**config.mk**
```make
export PLATFORM = sky130hd
export DESIGN_NAME = instr_encoder_flat
export DESIGN_NICKNAME = d
export VERILOG_FILES = /design/src/rtl/isa_pkg.sv /design/src/rtl/instr_encoder_if.sv /design/src/rtl/instr_pack.sv /design/src/rtl/instr_encoder.sv /design/src/flat_wrapper.sv
export SDC_FILE = /design/constraint.sdc
export NUM_CORES = 1
export LEC_CHECK = 0
export BUFFER_PORTS_ARGS = -buffer_cell sky130_fd_sc_hd__clkbuf_2
export CAP_MARGIN = 20
export CORE_MARGIN = 3
export CORE_UTILIZATION = 45
export DETAILED_ROUTE_END_ITERATION = 8
export PLACE_DENSITY = 0.78
export REMOVE_ABC_BUFFERS = 1
export SYNTH_ARGS = -nofsm -noshare
export SYNTH_HDL_FRONTEND = slang
export SYNTH_HIERARCHICAL = 1
export SYNTH_SLANG_ARGS = --single-unit
```
**constraint.sdc**
```tcl
create_clock -name clk -period 4 [get_ports clk]
set_clock_uncertainty 0.1 [all_clocks]
set_input_delay 0.4 -clock clk [delete_from_list [all_inputs] [get_ports clk]]
set_output_delay 0.4 -clock clk [all_outputs]
set_load 0.05 [all_outputs]
```
**src/rtl/isa_pkg.sv**
```systemverilog
// isa_pkg: shared ISA definitions for the instruction encoder.
//   - opcode constants, instruction word field positions and INSTR_W
//   - encoder FSM state enum and error code constants
//   - fits_s8(): whether a 12-bit signed immediate fits in 8 signed bits
package isa_pkg;

  localparam int INSTR_W = 24;

  // Opcodes (4 bits)
  localparam logic [3:0] OP_MUL  = 4'h0;
  localparam logic [3:0] OP_DIV  = 4'h1;
  localparam logic [3:0] OP_LDR  = 4'h2;
  localparam logic [3:0] OP_STR  = 4'h3;
  localparam logic [3:0] OP_ADD  = 4'h4;
  localparam logic [3:0] OP_ADDI = 4'h6;
  localparam logic [3:0] OP_B    = 4'h8;
  localparam logic [3:0] OP_BEQ  = 4'h9;

  // Word layout: [23:20] opcode, [19:16] rd, [15:12] rn, [11:0] operand
  localparam int OPC_LSB = 20;
  localparam int RD_LSB  = 16;
  localparam int RN_LSB  = 12;
  localparam int OPND_W  = 12;

  typedef enum logic [1:0] {
    ST_IDLE = 2'd0,
    ST_RUN  = 2'd1,
    ST_DONE = 2'd2,
    ST_ERR  = 2'd3
  } state_t;

  localparam logic [1:0] ERR_NONE     = 2'b00;
  localparam logic [1:0] ERR_OPCODE   = 2'b01;
  localparam logic [1:0] ERR_OVERFLOW = 2'b10;
  localparam logic [1:0] ERR_IMM      = 2'b11;

  // A 12-bit two's complement value lies in -128..127 exactly when
  // bits [11:7] are all copies of the sign.
  function automatic logic fits_s8(input logic [OPND_W-1:0] v);
    return (v[11:7] == 5'b00000) || (v[11:7] == 5'b11111);
  endfunction

endpackage

```
**src/rtl/instr_encoder_if.sv**
```systemverilog
// instr_encoder_if: instruction field stream into the encoder.
//   Handshake: a field set transfers on a rising clk edge where in_valid and
//   in_ready are both high. The master holds fields stable while in_valid is
//   high and not yet accepted; in_ready may depend combinationally on the
//   slave's inputs but never on in_valid.
//   master: drives in_valid, in_opcode, in_rd, in_rn, in_rm, in_imm, in_last
//   slave : drives in_ready
interface instr_encoder_if;
  logic        in_valid;
  logic        in_ready;
  logic [3:0]  in_opcode;
  logic [3:0]  in_rd;
  logic [3:0]  in_rn;
  logic [3:0]  in_rm;
  logic [11:0] in_imm;
  logic        in_last;

  modport master (
    output in_valid, in_opcode, in_rd, in_rn, in_rm, in_imm, in_last,
    input  in_ready
  );

  modport slave (
    input  in_valid, in_opcode, in_rd, in_rn, in_rm, in_imm, in_last,
    output in_ready
  );
endinterface

```
**src/rtl/instr_pack.sv**
```systemverilog
// instr_pack: combinational packer for one instruction.
//   Inputs : opcode, rd, rn, rm, imm (12-bit signed)
//   Outputs: word (packed instruction), illegal (opcode not in ISA),
//            imm_oor (immediate does not fit its field)
//   Build option: ENCODER_RANGE_CHECK_EN enables the 8-bit immediate range
//   check; without it immediates are truncated silently and imm_oor stays 0.
//   The 12-bit forms (ldr/str) can never be out of range with a 12-bit input.
module instr_pack
  import isa_pkg::*;
(
  input  logic [3:0]         opcode,
  input  logic [3:0]         rd,
  input  logic [3:0]         rn,
  input  logic [3:0]         rm,
  input  logic [OPND_W-1:0]  imm,
  output logic [INSTR_W-1:0] word,
  output logic               illegal,
  output logic               imm_oor
);

  logic [OPND_W-1:0] operand;

  always_comb begin
    operand = '0;
    illegal = 1'b0;
    imm_oor = 1'b0;
    case (opcode)
      OP_MUL, OP_DIV, OP_ADD, OP_BEQ: operand = {8'h00, rm};
      OP_ADDI, OP_B: begin
        operand = {4'h0, imm[7:0]};
`ifdef ENCODER_RANGE_CHECK_EN
        imm_oor = !fits_s8(imm);
`else
        imm_oor = 1'b0;
`endif
      end
      OP_LDR, OP_STR: operand = imm;
      default: illegal = 1'b1;
    endcase
  end

  assign word = {opcode, rd, rn, operand};

endmodule

```
**src/rtl/instr_encoder.sv**
```systemverilog
// instr_encoder: checks instruction fields against the ISA, packs them and
// writes them to consecutive instruction-memory addresses from base_addr.
//   clk, rst_n        : clock, asynchronous active-low reset
//   start, base_addr  : begin/restart a load at base_addr (any state)
//   fields            : instruction field stream (instr_encoder_if.slave)
//   imem_we/addr/wdata: one-cycle write strobe, address and packed word
//   busy              : state is RUN
//   done              : one-cycle pulse in the cycle of the last write
//   err, err_code     : sticky error and its cause (01 opcode, 10 overflow,
//                       11 immediate range)
//   count             : words written in the current load
//   state             : FSM state, exported for observation
//   Build option: ENCODER_RANGE_CHECK_EN (see instr_pack).
//   INSTR_W is fixed by the ISA; it is a parameter only for port sizing.
module instr_encoder #(
  parameter int ADDR_W  = 8,
  parameter int INSTR_W = 24
) (
  input  logic                 clk,
  input  logic                 rst_n,
  input  logic                 start,
  input  logic [ADDR_W-1:0]    base_addr,
  instr_encoder_if.slave       fields,
  output logic                 imem_we,
  output logic [ADDR_W-1:0]    imem_addr,
  output logic [INSTR_W-1:0]   imem_wdata,
  output logic                 busy,
  output logic                 done,
  output logic                 err,
  output logic [1:0]           err_code,
  output logic [ADDR_W:0]      count,
  output isa_pkg::state_t      state
);
  import isa_pkg::*;

  logic [ADDR_W-1:0]  ptr;
  logic               wrap;   // pointer has wrapped past all-ones
  logic [INSTR_W-1:0] packed_word;
  logic               illegal;
  logic               imm_oor;
  logic               accept;

  instr_pack u_pack (
    .opcode  (fields.in_opcode),
    .rd      (fields.in_rd),
    .rn      (fields.in_rn),
    .rm      (fields.in_rm),
    .imm     (fields.in_imm),
    .word    (packed_word),
    .illegal (illegal),
    .imm_oor (imm_oor)
  );

  // start takes priority over a simultaneous field set, so it masks ready.
  assign fields.in_ready = (state == ST_RUN) && !start;
  assign accept          = fields.in_valid && fields.in_ready;
  assign busy            = (state == ST_RUN);

  always_ff @(posedge clk or negedge rst_n) begin
    if (!rst_n) begin
      state      <= ST_IDLE;
      ptr        <= '0;
      wrap       <= 1'b0;
      count      <= '0;
      imem_we    <= 1'b0;
      imem_addr  <= '0;
      imem_wdata <= '0;
      done       <= 1'b0;
      err        <= 1'b0;
      err_code   <= ERR_NONE;
    end else begin
      imem_we <= 1'b0;
      done    <= 1'b0;
      if (start) begin
        state    <= ST_RUN;
        ptr      <= base_addr;
        wrap     <= 1'b0;
        count    <= '0;
        err      <= 1'b0;
        err_code <= ERR_NONE;
      end else begin
        case (state)
          ST_RUN: begin
            if (accept) begin
              // Check priority: opcode, then overflow, then immediate.
              if (illegal) begin
                state    <= ST_ERR;
                err      <= 1'b1;
                err_code <= ERR_OPCODE;
              end else if (wrap) begin
                state    <= ST_ERR;
                err      <= 1'b1;
                err_code <= ERR_OVERFLOW;
              end else if (imm_oor) begin
                state    <= ST_ERR;
                err      <= 1'b1;
                err_code <= ERR_IMM;
              end else begin
                imem_we    <= 1'b1;
                imem_addr  <= ptr;
                imem_wdata <= packed_word;
                ptr        <= ptr + 1'b1;
                count      <= count + 1'b1;
                if (&ptr) wrap <= 1'b1;
                if (fields.in_last) begin
                  state <= ST_DONE;
                  done  <= 1'b1;
                end
              end
            end
          end
          ST_DONE: state <= ST_IDLE;
          default: ;  // IDLE and ERR wait for start
        endcase
      end
    end
  end

endmodule
```
**src/flat_wrapper.sv**
```systemverilog
// flat-port wrapper written by rule: the top's interface ports become plain ports
module instr_encoder_flat import isa_pkg::*;
#(
  parameter int ADDR_W  = 8,
  parameter int INSTR_W = 24
)
  (clk, rst_n, start, base_addr, imem_we, imem_addr, imem_wdata, busy, done, err, err_code, count, state, fields_in_valid, fields_in_opcode, fields_in_rd, fields_in_rn, fields_in_rm, fields_in_imm, fields_in_last, fields_in_ready);
  instr_encoder_if fields_i ();
  input  logic clk;
  input  logic rst_n;
  input  logic start;
  input  logic [ADDR_W-1:0] base_addr;
  output logic imem_we;
  output logic [ADDR_W-1:0] imem_addr;
  output logic [INSTR_W-1:0] imem_wdata;
  output logic busy;
  output logic done;
  output logic err;
  output logic [1:0] err_code;
  output logic [ADDR_W:0] count;
  output isa_pkg::state_t state;
  input wire logic [$bits(fields_i.in_valid)-1:0] fields_in_valid;
  input wire logic [$bits(fields_i.in_opcode)-1:0] fields_in_opcode;
  input wire logic [$bits(fields_i.in_rd)-1:0] fields_in_rd;
  input wire logic [$bits(fields_i.in_rn)-1:0] fields_in_rn;
  input wire logic [$bits(fields_i.in_rm)-1:0] fields_in_rm;
  input wire logic [$bits(fields_i.in_imm)-1:0] fields_in_imm;
  input wire logic [$bits(fields_i.in_last)-1:0] fields_in_last;
  output wire logic [$bits(fields_i.in_ready)-1:0] fields_in_ready;
  assign fields_i.in_valid = fields_in_valid;
  assign fields_i.in_opcode = fields_in_opcode;
  assign fields_i.in_rd = fields_in_rd;
  assign fields_i.in_rn = fields_in_rn;
  assign fields_i.in_rm = fields_in_rm;
  assign fields_i.in_imm = fields_in_imm;
  assign fields_i.in_last = fields_in_last;
  assign fields_in_ready = fields_i.in_ready;
  instr_encoder #(.ADDR_W(ADDR_W), .INSTR_W(INSTR_W)) u_core (.clk(clk), .rst_n(rst_n), .start(start), .base_addr(base_addr), .fields(fields_i), .imem_we(imem_we), .imem_addr(imem_addr), .imem_wdata(imem_wdata), .busy(busy), .done(done), .err(err), .err_code(err_code), .count(count), .state(state));
endmodule
```
=== Yosys cells after proc, flatten, opt, wreduce, memory -nomap -nowiden ===
Cells that the tools add are included.

* Bits in registers: 57
* Bits in latches: 0
* RAM bits: 0
* Bits in read-only memories: 0
* Input port bits: 41
* Output and inout port bits: 50
* Memories kept: 0

* $add $sub $neg: 2
* $mul: 0
* Divide/modulo/power cells: 0
* Magnitude comparators: 0
* Eq/ne operators: 13
* Shifts and indexed selects: 0
* Muxes and demuxes: 44
* Bitwise operators: 2
* Reductions and logical operators: 18

{| class="wikitable"
|+ Operator list
! operator !! count
|-
| $mux 9 || 5
|-
| $mux 8 || 5
|-
| $pmux 12 s3 || 1
|-
| $mux 1 || 22
|-
| $mux 2 || 10
|-
| $add 9x1->9 const B || 1
|-
| $reduce_and 3->1 || 3
|-
| $add 8x1->8 const B || 1
|-
| $eq 4x2->1 const B || 2
|-
| $eq 4x3->1 const B || 2
|-
| $eq 4x4->1 const B || 2
|-
| $reduce_and 8->1 || 1
|-
| $reduce_or 8->1 || 1
|-
| $reduce_bool 2->1 || 3
|-
| $ne 5x3->1 const B || 1
|-
| $reduce_and 5->1 || 1
|-
| $eq 4x1->1 const B || 1
|-
| $logic_not 4->1 || 1
|-
| $pmux 2 s2 || 1
|-
| $reduce_and 4->1 || 1
|-
| $reduce_or 2->1 || 2
|-
| $reduce_or 4->1 || 1
|-
| $ne 3x1->1 const B || 1
|-
| $ne 3x2->1 const B || 1
|-
| 7 further kinds || 9
|}

=== Depth between registers and ports, before layout ===
* Depth after elaboration: 7
* Gate-level depth with buffers: 9
* Depth with buffers taken out: 7

=== Hierarchy ===
The synthesis kept the hierarchy.

{| class="wikitable"
|+ By module, submodules not included
! module !! times used !! cells an instance !! area an instance (um^2) !! seq. area each (um^2)
|-
| instr_encoder || 1 || 262 || 2447.3 || 1426.4
|-
| instr_pack || 1 || 51 || 382.9 || 0.0
|}

=== Worst setup path before layout ===
Ideal clock, no wire load.

* Path type: flip-flop to output port
* Start point: register u_core.state[0]
* End point: output fields_in_ready
* Data arrival time: 2.033 ns
* Data required time: 3.500 ns
* Slack: 1.467 ns
* Stages on the path, launching flop included: 3
* Buffers on the path: 0
* Cell sequence: dfrtp_1 -> nor2b_1 -> and2_1

* Cells in the longest elaborated chain, start to end: 2

{| class="wikitable"
|+ RTL lines
! element !! RTL line !! text
|-
| start, declared || instr_encoder.sv:32 || <nowiki>output isa_pkg::state_t state</nowiki>
|-
| start signal, assigned || instr_encoder.sv:61 || <nowiki>state <= ST_IDLE;</nowiki>
|-
| start signal, assigned || instr_encoder.sv:75 || <nowiki>state <= ST_RUN;</nowiki>
|-
| start signal, assigned || instr_encoder.sv:87 || <nowiki>state <= ST_ERR;</nowiki>
|-
| $eq 2x1->1 || n/a ||
|-
| net busy || flat_wrapper.sv:16 || <nowiki>output logic busy;</nowiki>
|-
| $logic_and 1x1->1 || instr_encoder.sv:55 || <nowiki>assign fields.in_ready = (state == ST_RUN) && !start;</nowiki>
|-
| end, declared || flat_wrapper.sv:29 || <nowiki>output wire logic [$bits(fields_i.in_ready)-1:0] fields_in_ready;</nowiki>
|}

The timed path passes the listed nets, and every way through them passes these cells.

=== Final worst setup path ===
* Start point: input start
* End point: output fields_in_ready

* Cells in the longest elaborated chain, start to end: 2

{| class="wikitable"
|+ RTL lines
! element !! RTL line !! text
|-
| start, declared || flat_wrapper.sv:11 || <nowiki>input logic start;</nowiki>
|-
| $logic_not 1->1 || instr_encoder.sv:55 ||
|-
| $logic_and 1x1->1 || instr_encoder.sv:55 ||
|}

No other way between the ends.

==> reports/results.ini <==
[die]
core_area_mm2 = 0.00599
io_pins = 91
die_h_um = 85.3
fp.dieArea_mm2 = 0.00728
fp-row-count = 28
initial_utilization_pct = 47.2
die_x_um = 85.3

[pwr]
switching_share_pct = 38.3
p_switching_uw = 682
internal_power_uw = 1100
p_leak_uw = 0.00182
pwr-share-comb_pct = 30.2
seqPwrFrac_pct = 40.1
power.total_uw = 1780
power_density_mw_per_mm2 = 523
vdd_drop_max_mv = 0.315
p_clk_share_pct = 29.7

[clocking]
cts-resized-gates = 0
htreeDepth = 3
clock-sinks = 57
path_clk_slew_ns = 0.06
cts-buffers-inserted = 9
cts_root_buf = clkbuf_8
cts_tree = yes
cts_setup_buffers = 0
insertion_delay_ns = 0.34
clockBufferDepth = 2
cts-hold-fix-buffers = 0

[synthesis]
syn-cell-area_mm2 = 0.00283
ys_seq_elements = 57
synthDistinctLibCells = 50
ys_async_sr_fraction_pct = 100
yosysWarnings = 6
syn_inst = 313
avgSynthCellArea_um2 = 9.04
synth_ff_type = dfrtp_1
synth_edf_count = 0
ys_seq_area_share_pct = 50.4

[placed_design]
place_hpwl_mm = 4.63
post-place-cells = 452
place.gp.congestion = 0.884
io_buffers = 90

[grt]
grt_max_degree = 58
grt_usage_pct = 19.1
grt_pass1_vias = 2386
gr-total-overflow = 0
grt_pass1_wl_mm = 10.9
antenna_found_initial = 0

[sta]
fmax_mhz = 469
final.period_utilization_pct = 53.3
rsz0062_at_grt = no
min_period_ns = 2.13
finalHoldViolCount = 0
slew_headroom_pct = 52.7
setup_viol = 0
timing.hold.ws_ns = 0.0898
report.final.slew_viol_count = 0
tns_ns = 0
tightest_slew_ns = 0.709

[finish]
antenna_cells = 0
layout_commonest_cell = nand2_1
register_area_mm2 = 0.00143
nNetsFinal = 431
multiInputGateArea_mm2 = 0.00119
final_cell_mix = nand2_1 (103), clkbuf_2 (90), dfrtp_1 (57)
fill_cells = 537
syn2layout_area_growth_pct = 20.4
drive_above_1_share_pct = 29.1
instances_no_fill = 467

[drt]
routed_wl_mm = 6.56
drt_pass1_iterations = 4
drt_iter0_markers = 165
wl_per_cell_um = 14.0
vias = 2425
via_per_inst = 5.19
final_antenna_net_count = 0
drc = 0

[run_status]
status = completed

[worst_setup_path]
crit_type = primary input to output port
r2r_start = u_core/wrap
cp-end-kind = output port
cp-start-kind = primary input
crit_fanout = 20
crit_required_ns = 3.50
r2r_slack_ns = 1.99
cp_num_buf_inv = 3
path_cells = clkbuf_2 -> clkinv_1 -> and2_1 -> clkbuf_2
arrival_ns = 1.63
r2r-end = u_core/ptr[0]
critPathMaxStageDelay_ns = 0.40
reg2reg_depth = 5
slowest_stage = clkinv_1
path_common_cell = clkbuf_2
crit_family = buffers and inverters

[min_path]
hp-class = primary input to asynchronous set/reset pin

[run]
cap_violations = 0

==> registers in the layout (all words and copies together) (netlist names) <==
signal             count
u_core/count           9
u_core/ptr             8
u_core/done            1
u_core/imem_wdata     24
u_core/imem_addr       8
u_core/imem_we         1
u_core/state           2
u_core/err_code        2
u_core/wrap            1
u_core/err             1
==> per-layer routing <==
| metal | vias to the layer above | wire (µm) | GRT usage, % |
|---|---|---|---|
| met3 | 13 | 514 | 7.28 |
| met2 | 89 | 3130 | 30.4 |
| met4 | 0 | 113 | 8.63 |
| met5 | - | 0 | 0 |
| li1 | 1190 | - | - |
| met1 | 1133 | 2800 | 22.8 |
==> Yosys cell counts (all sizes together) (2+ instances only) <==
master   instances  area share [%]
nor4             3            0.66
a22oi            4             1.1
mux2i            7             2.9
nand2          103              14
nor2b            3            0.66
or3              2            0.44
ha               2            0.88
dfrtp           57              50
nor3             4            0.88
o22ai            5             1.1
and3             7             1.5
nor2            17             2.3
a2bb2oi          4             1.2
o21ai            7             1.4
clkbuf           5            0.66
buf             23             5.6
a21oi            7             1.2
inv              9             1.2
and2             5             1.1
xnor2            5             1.5
a221oi           4             1.2
o211ai           2            0.53
a311oi           2            0.62
nand3            7             1.7
nand4            3            0.66
==> how the worst max path moves through the flow <==
stage / endpoint / cells after the start / startpoint / slack (ns)
global placement: u_core/ptr[0] / 8 / fields_in_opcode[3] / 1.64
global route: u_core/ptr[0] / 8 / fields_in_opcode[3] / 1.74
finish: fields_in_ready / 4 / start / 1.87
CTS: fields_in_ready / 4 / start / 1.88
detailed placement: u_core/ptr[0] / 8 / fields_in_opcode[3] / 1.56
floorplan: u_core/ptr[0] / 5 / u_core/state[1] / 1.44
==> metrics by stage <==
step | instance area, µm² | worst slack (ns) | utilization, %
floorplan | 2650 | 1.44 | -
global placement | 3210 | 1.64 | 53.6
detailed placement | 3210 | 1.56 | 53.6
CTS | 3410 | 1.88 | 56.9
global route | 3410 | 1.74 | 56.9
finish | 3410 | 1.87 | 56.9
==> power groups by stage <==
| stage | clock network (µW) | logic, µW | registers [µW] |
|---|---|---|---|
| 3_3_place_gp | 0 | 536 | 722 |
| 2_1_floorplan | 0 | 122 | 986 |
| 5_1_grt | 574 | 575 | 726 |
| 6_report | 530 | 538 | 715 |
| 3_5_place_dp | 0 | 543 | 724 |
| 4_1_cts | 547 | 543 | 716 |
==> logic make-up after synthesis <==
logic type      count (synthesis)  share of synthesized area [%]
simple gates                  161                           26.0
fa+ha+maj                       2                          0.884
mux                             7                           2.92
compound gates                 41                           10.2
buf+inv                        38                           7.60
flops                          57                           50.4
other cells                     1                          0.132
xor+xnor                        6                           1.86
==> cell type report <==
class,instances,area share [%]
clock buffer,12,4.55
clock inverter,3,1.18
inverter,10,1.10
multi-input combinational,218,34.9
sequential,57,41.9
tap,75,2.75
timing repair buffer,92,13.7
Note: power is estimated with default switching activity, not from simulation.
